===== src/rtl/fpu_pkg.sv =====
// Shared definitions for the FPU_32b issue/collect logic: opcode and
// rounding-mode encodings, exception flag bit positions and the issue FSM
// state type.
package fpu_pkg;

    localparam logic FPU_OP_ADD = 1'b0;
    localparam logic FPU_OP_SUB = 1'b1;

    localparam logic [1:0] RM_NEAREST = 2'b00;
    localparam logic [1:0] RM_ZERO    = 2'b01;
    localparam logic [1:0] RM_UP      = 2'b10;
    localparam logic [1:0] RM_DOWN    = 2'b11;

    localparam int FLG_INE  = 4;
    localparam int FLG_OVF  = 3;
    localparam int FLG_UNF  = 2;
    localparam int FLG_INF  = 1;
    localparam int FLG_ZERO = 0;

    typedef enum logic [1:0] {
        ST_IDLE = 2'd0,
        ST_WAIT = 2'd1,
        ST_DONE = 2'd2
    } issue_state_t;

endpackage


===== src/rtl/fpu_issue_ctrl.sv =====
// Issue/collect stage in front of a non-pipelined FPU_32b.
// A request is latched onto the fpu_* ports, a down-counter waits FPU_LAT
// edges, then the FPU result and flags are captured and offered on the
// response handshake. One operation in flight at a time.
// Optional macro FPU_ISSUE_STATS_EN adds handshake/exception counters.
//
// state   | meaning
// --------+-----------------------------------------------------------
// ST_IDLE | ready for a request; fpu_* hold the last issued operands
// ST_WAIT | operands held on fpu_*, counting down to result capture
// ST_DONE | captured result offered on rsp_*, waiting for rsp_ready_i
module fpu_issue_ctrl
    import fpu_pkg::*;
#(
    parameter int FPU_LAT = 5,
    parameter int CNT_W   = 8
) (
    input  logic        clk_i,
    input  logic        RST,
    input  logic        req_valid_i,
    output logic        req_ready_o,
    input  logic [31:0] req_opa_i,
    input  logic [31:0] req_opb_i,
    input  logic        req_op_i,
    input  logic [1:0]  req_mode_i,
    output logic [31:0] fpu_opa_o,
    output logic [31:0] fpu_opb_o,
    output logic        fpu_op_o,
    output logic [1:0]  fpu_mode_o,
    input  logic [31:0] fpu_result_i,
    input  logic [4:0]  fpu_flags_i,
    output logic        rsp_valid_o,
    input  logic        rsp_ready_i,
    output logic [31:0] rsp_result_o,
    output logic [4:0]  rsp_flags_o,
    output logic        busy_o
`ifdef FPU_ISSUE_STATS_EN
    ,
    output logic [31:0] stat_ops_o,
    output logic [31:0] stat_exc_o,
    input  logic        stat_clr_i
`endif
);

    localparam logic [CNT_W-1:0] LAT_M1 = CNT_W'(FPU_LAT - 1);

    issue_state_t     r_state;
    issue_state_t     w_next_state;
    logic [CNT_W-1:0] r_cnt;
    logic             w_accept;
    logic             w_capture;

    // State register
    always_ff @(posedge clk_i) begin
        if (RST) begin
            r_state <= ST_IDLE;
        end else begin
            r_state <= w_next_state;
        end
    end

    // Next-state decode and the accept/capture strobes
    always_comb begin
        w_next_state = r_state;
        w_accept     = 1'b0;
        w_capture    = 1'b0;
        case (r_state)
            ST_IDLE: begin
                if (req_valid_i) begin
                    w_accept     = 1'b1;
                    w_next_state = ST_WAIT;
                end
            end
            ST_WAIT: begin
                if (r_cnt == '0) begin
                    w_capture    = 1'b1;
                    w_next_state = ST_DONE;
                end
            end
            ST_DONE: begin
                if (rsp_ready_i) begin
                    w_next_state = ST_IDLE;
                end
            end
            default: begin
                w_next_state = ST_IDLE;
            end
        endcase
    end

    // Operand latch, latency down-counter and result capture
    always_ff @(posedge clk_i) begin
        if (RST) begin
            r_cnt        <= '0;
            fpu_opa_o    <= '0;
            fpu_opb_o    <= '0;
            fpu_op_o     <= 1'b0;
            fpu_mode_o   <= '0;
            rsp_result_o <= '0;
            rsp_flags_o  <= '0;
        end else begin
            if (w_accept) begin
                fpu_opa_o  <= req_opa_i;
                fpu_opb_o  <= req_opb_i;
                fpu_op_o   <= req_op_i;
                fpu_mode_o <= req_mode_i;
                r_cnt      <= LAT_M1;
            end else if ((r_state == ST_WAIT) && !w_capture) begin
                r_cnt <= r_cnt - 1'b1;
            end
            if (w_capture) begin
                rsp_result_o <= fpu_result_i;
                rsp_flags_o  <= fpu_flags_i;
            end
        end
    end

    assign req_ready_o = (r_state == ST_IDLE);
    assign rsp_valid_o = (r_state == ST_DONE);
    assign busy_o      = (r_state != ST_IDLE);

`ifdef FPU_ISSUE_STATS_EN
    logic        w_handshake;
    logic        w_exc;
    logic [31:0] r_stat_ops;
    logic [31:0] r_stat_exc;

    assign w_handshake = (r_state == ST_DONE) && rsp_ready_i;
    assign w_exc       = rsp_flags_o[FLG_OVF] | rsp_flags_o[FLG_UNF] | rsp_flags_o[FLG_INF];

    // Completed-handshake and exception counters; clear beats increment
    always_ff @(posedge clk_i) begin
        if (RST || stat_clr_i) begin
            r_stat_ops <= '0;
            r_stat_exc <= '0;
        end else if (w_handshake) begin
            r_stat_ops <= r_stat_ops + 32'd1;
            if (w_exc) begin
                r_stat_exc <= r_stat_exc + 32'd1;
            end
        end
    end

    assign stat_ops_o = r_stat_ops;
    assign stat_exc_o = r_stat_exc;
`endif

endmodule


===== config.mk =====
export PLATFORM = sky130hd
export DESIGN_NAME = fpu_issue_ctrl
export DESIGN_NICKNAME = d
export VERILOG_FILES = /design/src/rtl/fpu_pkg.sv /design/src/rtl/fpu_issue_ctrl.sv
export SDC_FILE = /design/constraint.sdc
export NUM_CORES = 1
export LEC_CHECK = 0
export ABC_CLOCK_PERIOD_IN_PS = 5250
export CAP_MARGIN = 20
export CORE_UTILIZATION = 28
export CTS_CLUSTER_DIAMETER = 200
export DETAILED_ROUTE_END_ITERATION = 10
export HOLD_SLACK_MARGIN = 0.06
export SETUP_SLACK_MARGIN = 0.4
export SLEW_MARGIN = 20
export SYNTH_ARGS = -nofsm -noshare
export SYNTH_HDL_FRONTEND = slang
export SYNTH_SLANG_ARGS = --single-unit

===== constraint.sdc =====
create_clock -name clk_i -period 5.25 [get_ports clk_i]
set_clock_uncertainty 0.2 [all_clocks]
set_input_delay 1.05 -clock clk_i [delete_from_list [all_inputs] [get_ports clk_i]]
set_output_delay 1.05 -clock clk_i [all_outputs]
set_load 0.02 [all_outputs]

==> impl_results.md, run 1 <==
- Area of combinational cells with multiple inputs: approximately 0.0016 mm²
- Final count of pins violating max slew: 0
- Final setup TNS: 0 ns
- Count of placed standard cells including taps: 875
- Post-synthesis register bit count: roughly 110
- CTS tree: yes
- Postcts setup bufs: 0
- Level count of the clock H-tree: 4
- Share of the synthesized area in the top cell type: 56.1%
- Min Tclk post-route: 2.90 ns
- Count of antenna-violating nets left after detailed routing: 0
- Global-route wire length before repair: 19,300 µm
- Width of the die: roughly 120 µm
- Switching power of the nets: around 0.71 mW
- Antenna fix cells: 0
- Number of design rule violations left after detail routing: 0
- Count of mapped cells out of synthesis: 510
- Mapped cell area: approximately 0.0041 mm²
- Power Internal: just under 2 mW
- Share of flip-flops with an asynchronous set or reset after synthesis: 0%
- Largest net degree at the start of global routing: 71
- Port bufs: 214
- I/O pin count: about 220
- Count of standard-cell rows: 43
- Overall routing resource usage: between 15 and 20%
- First-pass iteration count of the detailed router: 4
- Clock buffer depth: 2
- Kind of capture point of the worst setup path: output port
- Max Clk Rate: between 300 and 400 MHz
- Final-stage net count: approximately 820
- CP Class: reg2out
- Total of fill cells in the finished design: between 1,000 and 1,500
- Relative contribution of the clock network to total power: between 40% and 50%
- Share of the clock period used by the worst path after layout: a little under three fifths
- Ys Warns: 0
- Slew at the pin closest to its max-slew limit: approximately 0.74 ns
- Library cell with the largest summed area after synthesis: sky130_fd_sc_hd__dfxtp_1
- Classification of the worst-slack hold path: reg2reg
- Clock Latency Late Sink: 0.40 ns
- Combinational fraction of design power: a little over a fifth
- Syn Nets: 620
- Initial antenna violation count: 0
- Sw frac: a little over a quarter
- Share of total power in sequential cells: between 30% and 40%
- Data required, critical path: approximately 4 ns
- Startpoint Class: flop
- Static Leakage: roughly 2.5 nW
- Iteration-0 DRC count of the detailed router: 148
- Number of buffers created by CTS: 17
- Top FF cell, synth: sky130_fd_sc_hd__dfxtp_1
- Maximum Capacitance Violations: 0
- Post-synth EDFFs: 0
- Starting density of the core: between 20% and 30%
- Die area: 0.0150 mm²
- Vias per inst: 4.56
- Final Non-Filler Cells: about 910
- Top cells by area in the synthesized netlist: sky130_fd_sc_hd__dfxtp_1, sky130_fd_sc_hd__nand2_1, sky130_fd_sc_hd__a21oi_1, sky130_fd_sc_hd__clkbuf_1, sky130_fd_sc_hd__xnor2_1
- Total gr overflow: 0
- Final Setup Violations: 0
- Crit path max fanout: 5
- DRT Wirelength: 12,400 µm
- Outcome: finished, final reports clean
- Power density cells: 383 mW/mm²
- Layout overhead on the synthesized area: 69.3%
- Floorplan core area: roughly 0.014 mm²
- Routed len/inst: approximately 14 µm
- Arrival time at the worst endpoint: between 1.5 and 2 ns
- Commonest cells post-synth: sky130_fd_sc_hd__nand2_1, sky130_fd_sc_hd__dfxtp_1, sky130_fd_sc_hd__a21oi_1
- Post-CTS resize count: 0
- Post-detail-place hpwl: ~8500 µm
- Storage cell area: about 0.0023 mm²
- Largest voltage drop on the vdd net: 0.251 mV
- Relative slew slack: roughly half
- Final-report hold violation count: 0
- Hold slack final: about 0.25 ns
- Most frequently used cell type in the post-synthesis netlist: sky130_fd_sc_hd__nand2_1
- Total Power Consumption: 2.64 mW
- Number of clock sinks: 114
- Avg Synthesized Cell Area: ~8.0 µm²
- Setup repair after global routing missed its margin: no
- Sequential fraction of the synthesis area: 56.1%
- Fraction of layout instances using a drive strength above 1: around 5.2%
- Register clock-pin slew on the reported worst setup and hold paths: roughly 0.05 ns
- Post-CTS Hold Buffers: 0
- Number of unique standard cell types used by synthesis: 31
- Routability congestion estimate: ~0.82
- Die Ht: 123 µm
- Vias after detailed routing: between 4,000 and 5,000
- Root Buffer Master: sky130_fd_sc_hd__clkbuf_16
- Number of global-route vias before repair: 3,897
-- metal layers --
| metal | vias to the layer above | track usage, % | part of all wire [%] |
|---|---|---|---|
| li1 | 2058 | - | - |
| met1 | 1903 | 18.6 | 42 |
| met2 | 163 | 27.3 | 46 |
| met3 | 14 | 8.78 | 10 |
| met4 | 0 | 4.80 | 0.99 |
| met5 | - | 0 | 0 |
-- per-stage QoR --
step / cell area [µm²] / setup WS, ns / util, %
final: 6890 / 2.35 / 49.1
after global routing: 6890 / 2.23 / 49.1
after CTS: 6890 / 2.33 / 49.1
after detailed placement: 6320 / 2.22 / 45.0
after global placement: 6320 / 2.26 / 45.0
after floorplan: 4070 / 3.03 / -
-- logic make-up after synthesis --
| kind of cell | count (synthesis) | share of synthesized area [%] |
|---|---|---|
| and+or+nand+nor | 235 | 23.4 |
| AOI/OAI and AO/OA | 117 | 14.8 |
| DFF | 114 | 56.1 |
| buffers and inverters | 37 | 4.06 |
| xor gates and xnor gates | 5 | 1.08 |
| adders and majority gates | 2 | 0.615 |
-- cells in the final DEF (no fill, tap or decap), types with 2 or more instances in the layout --
| master | count |
|---|---|
| sky130_fd_sc_hd__clkbuf_1 | 7 |
| sky130_fd_sc_hd__or4_4 | 2 |
| sky130_fd_sc_hd__nand2_1 | 208 |
| sky130_fd_sc_hd__ha_1 | 2 |
| sky130_fd_sc_hd__bufinv_16 | 2 |
| sky130_fd_sc_hd__o21ai_0 | 2 |
| sky130_fd_sc_hd__clkinv_2 | 3 |
| sky130_fd_sc_hd__dfxtp_1 | 114 |
| sky130_fd_sc_hd__buf_4 | 6 |
| sky130_fd_sc_hd__nor2b_1 | 2 |
| sky130_fd_sc_hd__a21oi_1 | 110 |
| sky130_fd_sc_hd__nand2b_1 | 3 |
| sky130_fd_sc_hd__nor2_1 | 7 |
| sky130_fd_sc_hd__xnor2_1 | 4 |
| sky130_fd_sc_hd__clkbuf_8 | 3 |
| sky130_fd_sc_hd__clkbuf_16 | 17 |
| sky130_fd_sc_hd__inv_1 | 3 |
| sky130_fd_sc_hd__nor3_1 | 2 |
| sky130_fd_sc_hd__a211oi_1 | 2 |
| sky130_fd_sc_hd__clkdlybuf4s50_1 | 213 |
-- worst max-delay path, cell delays in order (launching register included) --
cell and delay (ns):
sky130_fd_sc_hd__dfxtp_1 0.33, sky130_fd_sc_hd__nor2_1 0.26, sky130_fd_sc_hd__clkdlybuf4s50_1 0.66
-- worst paths after layout --
path,startpoint,end,slack (ns),cells past startpoint
setup reg to reg,r_cnt[0],rsp_result_o[31],2.87,7
hold / removal,fpu_opa_o[18],fpu_opa_o[18],0.25,2
setup / recovery,r_state[1],req_ready_o,2.35,2
hold reg to reg,fpu_opa_o[18],fpu_opa_o[18],0.25,2
-- registers in the layout (all words and copies together), names as in the netlist --
register      flops
rsp_flags_o       5
r_state           2
fpu_opb_o        32
rsp_result_o     32
r_cnt             8
fpu_mode_o        2
fpu_opa_o        32
fpu_op_o          1
-- final cells by class --
class	instances	share of cell area, %
Sequential cell	114	33.1
Timing Repair Buffer	219	31.6
Multi-Input combinational cell	359	23.6
Clock buffer	27	7.15
Tap cell	180	3.27
Clock inverter	5	1.09
Inverter	3	0.163
-- power by group through the flow --
stage	Clock, mW	Combinational, mW	Sequential [mW]
floorplan	0	0.207	1.08
global route	1.18	0.599	0.993
detailed placement	0	0.557	1.00
CTS	1.13	0.560	0.984
finish	1.10	0.553	0.984
global placement	0	0.550	0.997
Note: power is estimated with default switching activity, not from simulation.
==> run 2, diff against run 1 <==
- ABC_CLOCK_PERIOD_IN_PS: 5250 -> 2400
- clock period: 5.25 -> 2.4 ns (I/O delays scaled with it)
==> impl_results.md, run 2 (synthesis results as in run 1) <==
- Count of antenna-violating nets left after detailed routing: 0 (unchanged)
- Share of total power in sequential cells: 36.4% (-0.8 points)
- Largest voltage drop on the vdd net: 0.420 mV (+68%)
- Clock buffer depth: 2 (unchanged)
- Final setup TNS: 0 ns (unchanged)
- Number of clock sinks: 114 (unchanged)
- Overall routing resource usage: 17.1% (+0.44 points)
- Buffers & Inverters on Critical Path: 1 (unchanged)
- Antenna fix cells: 0 (unchanged)
- Min setup slack post-route: 0.429 ns (-1.92 ns)
- Post-detail-place hpwl: 8840 µm (+3.5%)
- Crit-path cells: inv_1, ha_1, or3b_4, o21ai_1, or4b_1, a21oi_2
- Sw frac: 28.0% (+1.3 points)
- Iteration-0 DRC count of the detailed router: 146 (-1.4%)
- Switching power of the nets: 1.66 mW (+130%)
- Starting density of the core: 29.0% (unchanged)
- Final count of pins violating max slew: 0 (unchanged)
- Crit path max fanout: 5 (unchanged)
- Startpoint Class: flop
- Level count of the clock H-tree: 4 (unchanged)
- Port bufs: 214 (unchanged)
- Total of fill cells in the finished design: 1,319 (+0.69%)
- I/O pin count: 215 (unchanged)
- Root Buffer Master: sky130_fd_sc_hd__clkbuf_16
- Final-stage net count: 834 (+1.2%)
- Power density cells: 844 mW/mm² (+120%)
- Count of placed standard cells including taps: 881 (+0.69%)
- Post-CTS Hold Buffers: 0 (unchanged)
- Maximum Capacitance Violations: 0 (unchanged)
- CP Class: reg2reg
- Final Setup Violations: 0 (unchanged)
- Power Internal: 4.25 mW (+120%)
- Final Non-Filler Cells: 917 (+1.1%)
- Clock Latency Late Sink: 0.41 ns (about the same)
- Layout overhead on the synthesized area: 71.8%
- Hold slack final: 0.249 ns (-0.00197 ns)
- Storage cell area: 0.00229 mm² (+0.27%)
- Cell at the slowest stage of the critical path: sky130_fd_sc_hd__or4b_1
- Commonest non-fill, non-tap cell in the layout: sky130_fd_sc_hd__nand2_1
- Arrival time at the worst endpoint: 2.11 ns (+0.46 ns)
- Number of buffers created by CTS: 17 (unchanged)
- CTS tree: yes
- Grt met1 use: 18.6% (-0.034 points)
- Vias after detailed routing: 4,170 (+0.77%)
- Met2 track demand over resource: 27.5% (+0.18 points)
- Kind of capture point of the worst setup path: flop
- Number of global-route vias before repair: 4,047 (+3.8%)
- Most crowded layer after global routing: met2
- Classification of the worst-slack hold path: reg2reg
- Area of combinational cells with multiple inputs: 0.00166 mm² (+1.7%)
- Relative slew slack: 71.7% (+21 points)
- Global-route wire length before repair: 19,600 µm (+1.8%)
- Combinational fraction of design power: 20.3% (-0.6 points)
- Floorplan core area: 0.0140 mm² (unchanged)
- Static Leakage: 3.03 nW (+22%)
- Max Clk Rate: 507 MHz
- Initial antenna violation count: 0 (unchanged)
- Outcome: finished, final reports clean
- Die area: 0.0150 mm² (unchanged)
- Slew at the pin closest to its max-slew limit: 0.425 ns (-0.317 ns)
- Data required, critical path: 2.54 ns (-1.46 ns)
- First-pass iteration count of the detailed router: 5 (+1)
- Number of design rule violations left after detail routing: 0 (unchanged)
- Die Ht: 123 µm (unchanged)
- Relative contribution of the clock network to total power: 43.3% (+1.5 points)
- Global-route track usage on met3: 8.46% (-0.33 points)
- Min Tclk post-route: just under 2 ns
- Share of the clock period used by the worst path after layout: 82.1%
- Fraction of layout instances using a drive strength above 1: 8.96% (+3.7 points)
- Largest stage delay on the critical path: 0.55 ns (-0.11 ns)
- Register clock-pin slew on the reported worst setup and hold paths: 0.05 ns (about the same)
- Largest registers ranked by flip-flop count: fpu_opa_o (32), fpu_opb_o (32), rsp_result_o (32)
- Width of the die: 123 µm (unchanged)
- Kind of cell adding the most delay to the critical path: simple AND/OR/NAND/NOR gates
- Final-report hold violation count: 0 (unchanged)
- Commonest cells after routing, fill and taps aside: sky130_fd_sc_hd__nand2_1, sky130_fd_sc_hd__a21oi_1, sky130_fd_sc_hd__dfxtp_1, sky130_fd_sc_hd__clkdlybuf4s50_1, sky130_fd_sc_hd__dlygate4sd2_1
- Vias per inst: 4.55 (-0.33%)
- Largest net degree at the start of global routing: 50 (-30%)
- Routed len/inst: 14.0 µm (+2.1%)
- Setup repair after global routing missed its margin: yes
- DRT Wirelength: 12,800 µm (+3.3%)
- Count of standard-cell rows: 43 (unchanged)
- Minimum setup slack after placement: 0.283 ns (-1.94 ns)
- Total gr overflow: 0 (unchanged)
- Routability congestion estimate: 0.743 (-8.9%)
-- run 2: cell types whose count changed in the layout (fill, tap and decap cells not counted), moves of 4 or more --
| cell | change |
|---|---|
| sky130_fd_sc_hd__dfxtp_1 | -5 |
| sky130_fd_sc_hd__buf_12 | +4 |
| sky130_fd_sc_hd__dfxtp_2 | +5 |
| sky130_fd_sc_hd__clkdlybuf4s50_1 | -107 |
| sky130_fd_sc_hd__clkbuf_1 | -7 |
| sky130_fd_sc_hd__dlygate4sd2_1 | +106 |
-- run 2: final cells by class --
cell class,instances,share of cell area [%]
Inverter,3,0.161
Timing Repair Buffer,229,31.6
Multi-Input combinational cell,359,23.7
Tap cell,180,3.22
Clock buffer,18,6.28
Sequential cell,114,32.7
Clock inverter,14,2.34
-- run 2: final timing paths --
path	start	cells after the start	slack, ns	to
worst min register to register	rsp_result_o[0]	2	0.25	rsp_result_o[0]
worst max-delay path	r_cnt[0]	6	0.43	r_cnt[7]
worst max register to register	r_cnt[0]	6	0.43	r_cnt[7]
worst min-delay path	rsp_result_o[0]	2	0.25	rsp_result_o[0]
-- run 2: metrics by stage --
stage | util (%) | power, mW | area, µm²
final | 49.8 | 5.90 | 6990
after global routing | 49.8 | 6.20 | 6990
after CTS | 49.1 | 5.93 | 6900
after detailed placement | 45.6 | 3.44 | 6410
after global placement | 45.6 | 3.42 | 6410
after floorplan | - | 2.81 | 4070
-- run 2: worst register-to-register path: cells and delay by family (launching register included) --
family / cells / cell delay, ns
AND/OR/NAND/NOR: 2 / 0.81
flip-flops: 1 / 0.35
AO/OA/AOI/OAI: 2 / 0.28
adder cells (fa/ha/maj): 1 / 0.21
buffers and inverters: 1 / 0.06
-- run 2: power by group through the flow --
stage          logic (mW)  clock network (mW)  registers [mW]
3_3_place_gp         1.24                   0            2.18
2_1_floorplan       0.452                   0            2.36
3_5_place_dp         1.25                   0            2.19
5_1_grt              1.31                2.72            2.17
4_1_cts              1.16                2.62            2.15
6_report             1.20                2.55            2.15
-- run 2: layer usage --
layer	up-vias	part of all wire [%]
li1	2085	-
met1	1896	40
met2	169	47
met3	20	10
met4	0	2.1
met5	-	0
-- run 2: timing repair --
| action | in CTS | in global routing |
|---|---|---|
| cloned | 0 | 2 |
| endpoints found under the setup margin | 138 | 35 |
| setup buffers | 0 | 2 |
| pin swaps | 0 | 1 |
| resized for setup | 117 | 10 |
